===== config.mk =====
export PLATFORM = sky130hd
export DESIGN_NAME = mem_port_arbiter
export DESIGN_NICKNAME = d
export VERILOG_FILES = /design/src/rtl/mem_port_arbiter.sv
export SDC_FILE = /design/constraint.sdc
export NUM_CORES = 1
export LEC_CHECK = 0
export BUFFER_PORTS_ARGS = -buffer_cell sky130_fd_sc_hd__buf_2
export CORE_AREA = 2 2 161 163
export DETAILED_ROUTE_END_ITERATION = 16
export DIE_AREA = 0 0 163 165
export GPL_ROUTABILITY_DRIVEN = 0
export SYNTH_ARGS = -nofsm -noshare
export SYNTH_HDL_FRONTEND = slang
export SYNTH_SLANG_ARGS = --single-unit

===== constraint.sdc =====
create_clock -name clk_in -period 3.8 [get_ports clk_in]
set_input_delay 1.14 -clock clk_in [delete_from_list [all_inputs] [get_ports clk_in]]
set_output_delay 1.14 -clock clk_in [all_outputs]
set_load 0.02 [all_outputs]

===== src/rtl/mem_port_arbiter.sv =====
// mem_port_arbiter: arbitrates NUM_CH requesters onto a byte-wide synchronous memory port.
module mem_port_arbiter #(
    parameter int NUM_CH    = 2,
    parameter int PRIO_MODE = 0
) (
    input  logic                 clk_in,
    input  logic                 rst_in,
    input  logic                 rdy_in,
    input  logic [NUM_CH-1:0]    req_in,
    input  logic [NUM_CH-1:0]    wr_in,
    input  logic [NUM_CH*32-1:0] addr_in,
    input  logic [NUM_CH*2-1:0]  len_in,
    input  logic [NUM_CH*32-1:0] wdata_in,
    output logic [NUM_CH-1:0]    done_out,
    output logic [31:0]          rdata_out,
    output logic                 busy_out,
    input  logic [7:0]           mem_din,
    output logic [7:0]           mem_dout,
    output logic [31:0]          mem_a,
    output logic                 mem_wr
);
    typedef enum logic [1:0] {IDLE, READ, WRITE, DONE} state_t;
    state_t state, state_n;
    logic [3:0] req_x, wr_x;
    logic [3:0][1:0] len_x;
    logic [3:0][31:0] addr_x, wdata_x;
    logic [1:0] ptr, ptr_n, sel, len_q, len_n;
    logic [2:0] cnt, cnt_n, last, last_n;
    logic [31:0] addr_q, addr_n, wdata_q, wdata_n, rbuf, rbuf_n, rdata_n, mem_a_n;
    logic [7:0] mem_dout_n;
    logic [NUM_CH-1:0] done_q, done_n;
    logic mem_wr_q, mem_wr_n, busy_n, grant;

    // Channels padded to four so a 2-bit index is always in range.
    assign req_x   = 4'(req_in);
    assign wr_x    = 4'(wr_in);
    assign len_x   = 8'(len_in);
    assign addr_x  = 128'(addr_in);
    assign wdata_x = 128'(wdata_in);

    function automatic logic [1:0] cand(input int i, input logic [1:0] p);
        return (PRIO_MODE != 0) ? 2'(i) : 2'((int'(p) + 1 + i) % NUM_CH);
    endfunction

    function automatic logic [2:0] last_of(input logic [1:0] len);
        return len[1] ? 3'd3 : {2'b00, len[0]};
    endfunction

    // Scan from lowest to highest priority so the highest-priority requester wins.
    always_comb begin
        sel = 2'd0;
        for (int i = NUM_CH - 1; i >= 0; i--)
            if (req_x[cand(i, ptr)]) sel = cand(i, ptr);
    end

    assign grant  = (state == IDLE) && |req_in;
    assign last   = last_of(len_q);
    assign last_n = last_of(len_n);

    always_ff @(posedge clk_in or negedge rst_in) begin
        if (!rst_in)
            state <= IDLE;
        else if (rdy_in)
            state <= state_n;
    end

    always_comb begin
        state_n = state;
        case (state)
            IDLE:  state_n = grant ? (wr_x[sel] ? WRITE : READ) : IDLE;
            READ:  state_n = (cnt == last + 3'd1) ? DONE : READ;
            WRITE: state_n = (cnt == last) ? DONE : WRITE;
            DONE:  state_n = IDLE;
        endcase
    end

    // Read byte k arrives one cycle after its address, so capture lags the counter by one.
    always_comb begin
        ptr_n      = grant ? sel : ptr;
        addr_n     = grant ? addr_x[sel] : addr_q;
        len_n      = grant ? len_x[sel] : len_q;
        wdata_n    = grant ? wdata_x[sel] : wdata_q;
        cnt_n      = (state == READ || state == WRITE) ? cnt + 3'd1 : 3'd0;
        rbuf_n     = (state != READ) ? 32'd0 : (cnt == 3'd0) ? rbuf : rbuf | (32'(mem_din) << {cnt - 3'd1, 3'b000});
        rdata_n    = (state == READ && state_n == DONE) ? rbuf_n : rdata_out;
        mem_wr_n   = state_n == WRITE;
        mem_a_n    = (state_n == WRITE || (state_n == READ && cnt_n <= last_n)) ? addr_n + 32'(cnt_n) : 32'd0;
        mem_dout_n = (state_n == WRITE) ? 8'(wdata_n >> {cnt_n[1:0], 3'b000}) : 8'd0;
        busy_n     = state_n != IDLE;
        for (int i = 0; i < NUM_CH; i++)
            done_n[i] = (state_n == DONE) && (ptr_n == 2'(i));
    end

    always_ff @(posedge clk_in or negedge rst_in) begin
        if (!rst_in) begin
            ptr       <= 2'(NUM_CH - 1);
            addr_q    <= '0;
            len_q     <= '0;
            wdata_q   <= '0;
            cnt       <= '0;
            rbuf      <= '0;
            rdata_out <= '0;
            mem_wr_q  <= 1'b0;
            mem_a     <= '0;
            mem_dout  <= '0;
            busy_out  <= 1'b0;
            done_q    <= '0;
        end else if (rdy_in) begin
            ptr       <= ptr_n;
            addr_q    <= addr_n;
            len_q     <= len_n;
            wdata_q   <= wdata_n;
            cnt       <= cnt_n;
            rbuf      <= rbuf_n;
            rdata_out <= rdata_n;
            mem_wr_q  <= mem_wr_n;
            mem_a     <= mem_a_n;
            mem_dout  <= mem_dout_n;
            busy_out  <= busy_n;
            done_q    <= done_n;
        end
    end

    // A stall masks strobes without losing them; they reappear once rdy_in returns.
    assign mem_wr   = mem_wr_q & rdy_in;
    assign done_out = done_q & {NUM_CH{rdy_in}};
endmodule


==> summary.txt <==
Critical path
  • WP depth: 11
  • Max stage delay on crit path: about 0.48 ns
  • Worst setup SP type: input port
  • Critical Path Fanout Max: 7
  • Worst Path Required: between 4 and 5 ns
  • Slowest-stage cell, CP: or4_4
  • CP arrival: approximately 3.7 ns
  • CP Cell Sequence: buf_2 -> a21boi_4 -> mux2i_1 -> o21ai_1 -> ha_1 -> a21o_1 -> a21oi_1 -> or4_4 -> nor4_2 -> a211oi_1 -> a311o_1
  • Buf/Inv on CP: 1
  • Crit. End Element: register
  • Critical path type: in2reg
  • Crit path max-delay family: compound AO/OA/AOI/OAI gates
  • R2R cell count: 12

Synth
  • Post-synth top area cell: dfrtp_1
  • Async SR Flop Fraction: 100%
  • Seq cells post-synth: roughly 180
  • Area share of the largest cell type after synthesis: approximately 45%
  • Main area contributors after synthesis: dfrtp_1 45%, o21ai_0 5.3%, a21oi_1 4.8%
  • Cells after Synth: about 1100
  • Synthesized area per cell: roughly 9.3 sq um
  • Post-synthesis cell type count: between 80 and 90
  • Net count after synthesis: between 1000 and 1500
  • Area of the mapped netlist: approximately 10000 sq um
  • Seq/Total Area, Yosys: 45.4%
  • EDFF count, synth: 0
  • Ys flop type: dfrtp_1
  • Yosys warns: 0

Clocking
  • CTS tree: built
  • Clock latency on the worst-skew pair: 0.44 ns
  • Post-CTS resize count: 0
  • CTS Hold Bufs: 0
  • Sink Count: between 150 and 200
  • Clock slew at reported path FFs: about 0.08 ns
  • Post-CTS Setup Inserts: 0
  • CTS buffer count: 17
  • Clock buffer depth: 2
  • Clock root buffer: clkbuf_16
  • CTS H-tree lvls: 4

Global route
  • GRT Total Usage: ~21%
  • First-pass GRT wire length: about 43000 microns
  • Initial antenna violation count: 2
  • Aggregate global routing overflow: 0
  • Maximum number of pins on one net before global-route repair: 80
  • Vias in the first global route: between 7000 and 8000

Placed design
  • Placed Cells: around 1600
  • Detailed Place HPWL: just under 20000 microns
  • Port Buf Inserts: between 200 and 250

Timing
  • Final worst path period share: between 80 and 90%
  • Final setup TNS: 0 ns
  • Hold Violations, Final: 0
  • Max Freq: about 300 MHz
  • Final setup vio count: 0
  • Worst-margin pin slew: approximately 0.66 ns
  • Final Critical Period: around 3.4 ns
  • Slew margin rel.: between 50% and 60%
  • RSZ-0062 raised after global routing: false
  • Final Max Slew Viols: 0
  • Fin Clk Skew: 0.0103 ns

Cells and area
  • ANT cells: 0
  • Synth-to-Final Area Change: 21.6%
  • Layout cell share with drive strength beyond 1: between 20 and 30%
  • Nets: roughly 1400
  • Most frequent cells in the layout: 221 x buf_2, 180 x dfrtp_1, 126 x nand2_1
  • Most common cell after layout, fill and taps aside: buf_2
  • Non-Filler Instances: 1615

Drt
  • DR pass1 iterations: 5
  • Routed Antenna Nets: 0
  • DR DRC count: 0
  • Routed wire length: 26900 microns
  • DR WL/cell: 16.7 microns
  • Via Count: around 8300
  • Number of DRC violations after detailed-routing iteration 0: between 500 and 600
  • Vias/cell: 5.17

Hold path
  • Hold Path Cell Cnt: 2
  • Class of the worst hold path: reg2reg

Floorplanning
  • # IOs: around 220
  • Starting Density: about 40%
  • Core area: 25000 sq um
  • Rows: 58
  • Die area: about 27000 sq um
  • Die Y: ~170 microns
  • Die width: 163 microns

Run
  • Max_cap viols: 0

Outcome
  • Status: finished, final reports clean

Power
  • Worst vdd ir: about 390 uV
  • Leakage: 5.80 nW
  • Power density cells: around 770 nW/um^2
cell usage after synthesis, drive strengths merged, types with 3 or more instances:
cell,count
nand4,11
nand3,16
mux2i,48
mux4,15
mux2,3
o31ai,3
nand2,128
ha,12
nor4,8
a31oi,21
buf,24
nor3,9
clkbuf,58
dfrtp,180
a211o,3
and2,14
nor2,105
and3,9
nor2b,6
xnor2,14
a311o,7
a32oi,3
a21oi,97
o32ai,12
o21a,5
o21ai,110
xor2,5
a211oi,3
inv,73
o22a,4
o22ai,25
o2bb2ai,7
o221ai,6
final timing paths:
kind / to / start / slack, ns
setup / recovery: mem_a[27] / req_in[0] / 0.43
setup reg to reg: mem_a[24] / state[0] / 0.69
min in group asynchronous: rdata_out[2] / rst_in / 0.73
hold / removal: rdata_out[1] / rdata_out[1] / 0.47
hold reg to reg: rdata_out[1] / rdata_out[1] / 0.47
max in group asynchronous: ptr[0] / rst_in / 2.28
layer usage:
layer	track usage [%]	wire (microns)
met5	0	24
met4	4.47	290
met3	4.47	1460
met2	31.3	12000
met1	30.2	13100
sequential cells by signal, summed over array words and instances (netlist names), 3 cells and up:
signal and flops:
wdata_q 32, mem_dout 8, rdata_out 32, rbuf 32, addr_q 32, mem_a 32
cnt 3
cell families (layout without fill, tap and decap cells):
group,Yosys count,count (layout),synth area share [%]
buf+inv,156,366,6.76
xor+xnor,19,19,1.67
fa+ha+maj,13,13,1.71
compound gates,322,322,19.9
flops,181,181,45.4
mux,66,66,8.54
simple gates,318,318,16.0
metrics by stage:
step | hold slack [ns] | util [%] | cell area, sq um | power [mW] | setup WS, ns
after floorplan | 0.444 | - | 10100 | 6.22 | 0.000731
after global routing | 0.500 | 48.4 | 12100 | 10.0 | 0.266
after global placement | 0.456 | 46.0 | 11500 | 7.46 | 0.0988
after detailed placement | 0.461 | 46.0 | 11500 | 7.53 | 0.00187
final | 0.474 | 48.4 | 12100 | 9.29 | 0.432
after CTS | 0.480 | 48.4 | 12100 | 9.38 | 0.458
power breakdown:
group | switching (mW) | total, mW | internal (mW) | leakage [nW]
Clock | 0.873 | 1.82 | 0.951 | 0.295
Combinational | 2.72 | 4.48 | 1.75 | 3.14
Sequential | 0.413 | 2.99 | 2.58 | 2.36
worst min-delay path, cell delays in order, from the launching register on:
cell,delay [ns]
dfrtp_1,0.34
nand2_1,0.04
o21ai_0,0.06
final cells by class:
cell class | instances | area, sq um
multi-input cells | 738 | 4830
well taps | 330 | 413
clock inverters | 14 | 180
repair buffers | 260 | 1470
fillers | 2401 | 12900
inverters | 74 | 278
clock buffers | 18 | 429
flip-flops and latches | 181 | 4530
(Power assumes the default switching activity.)
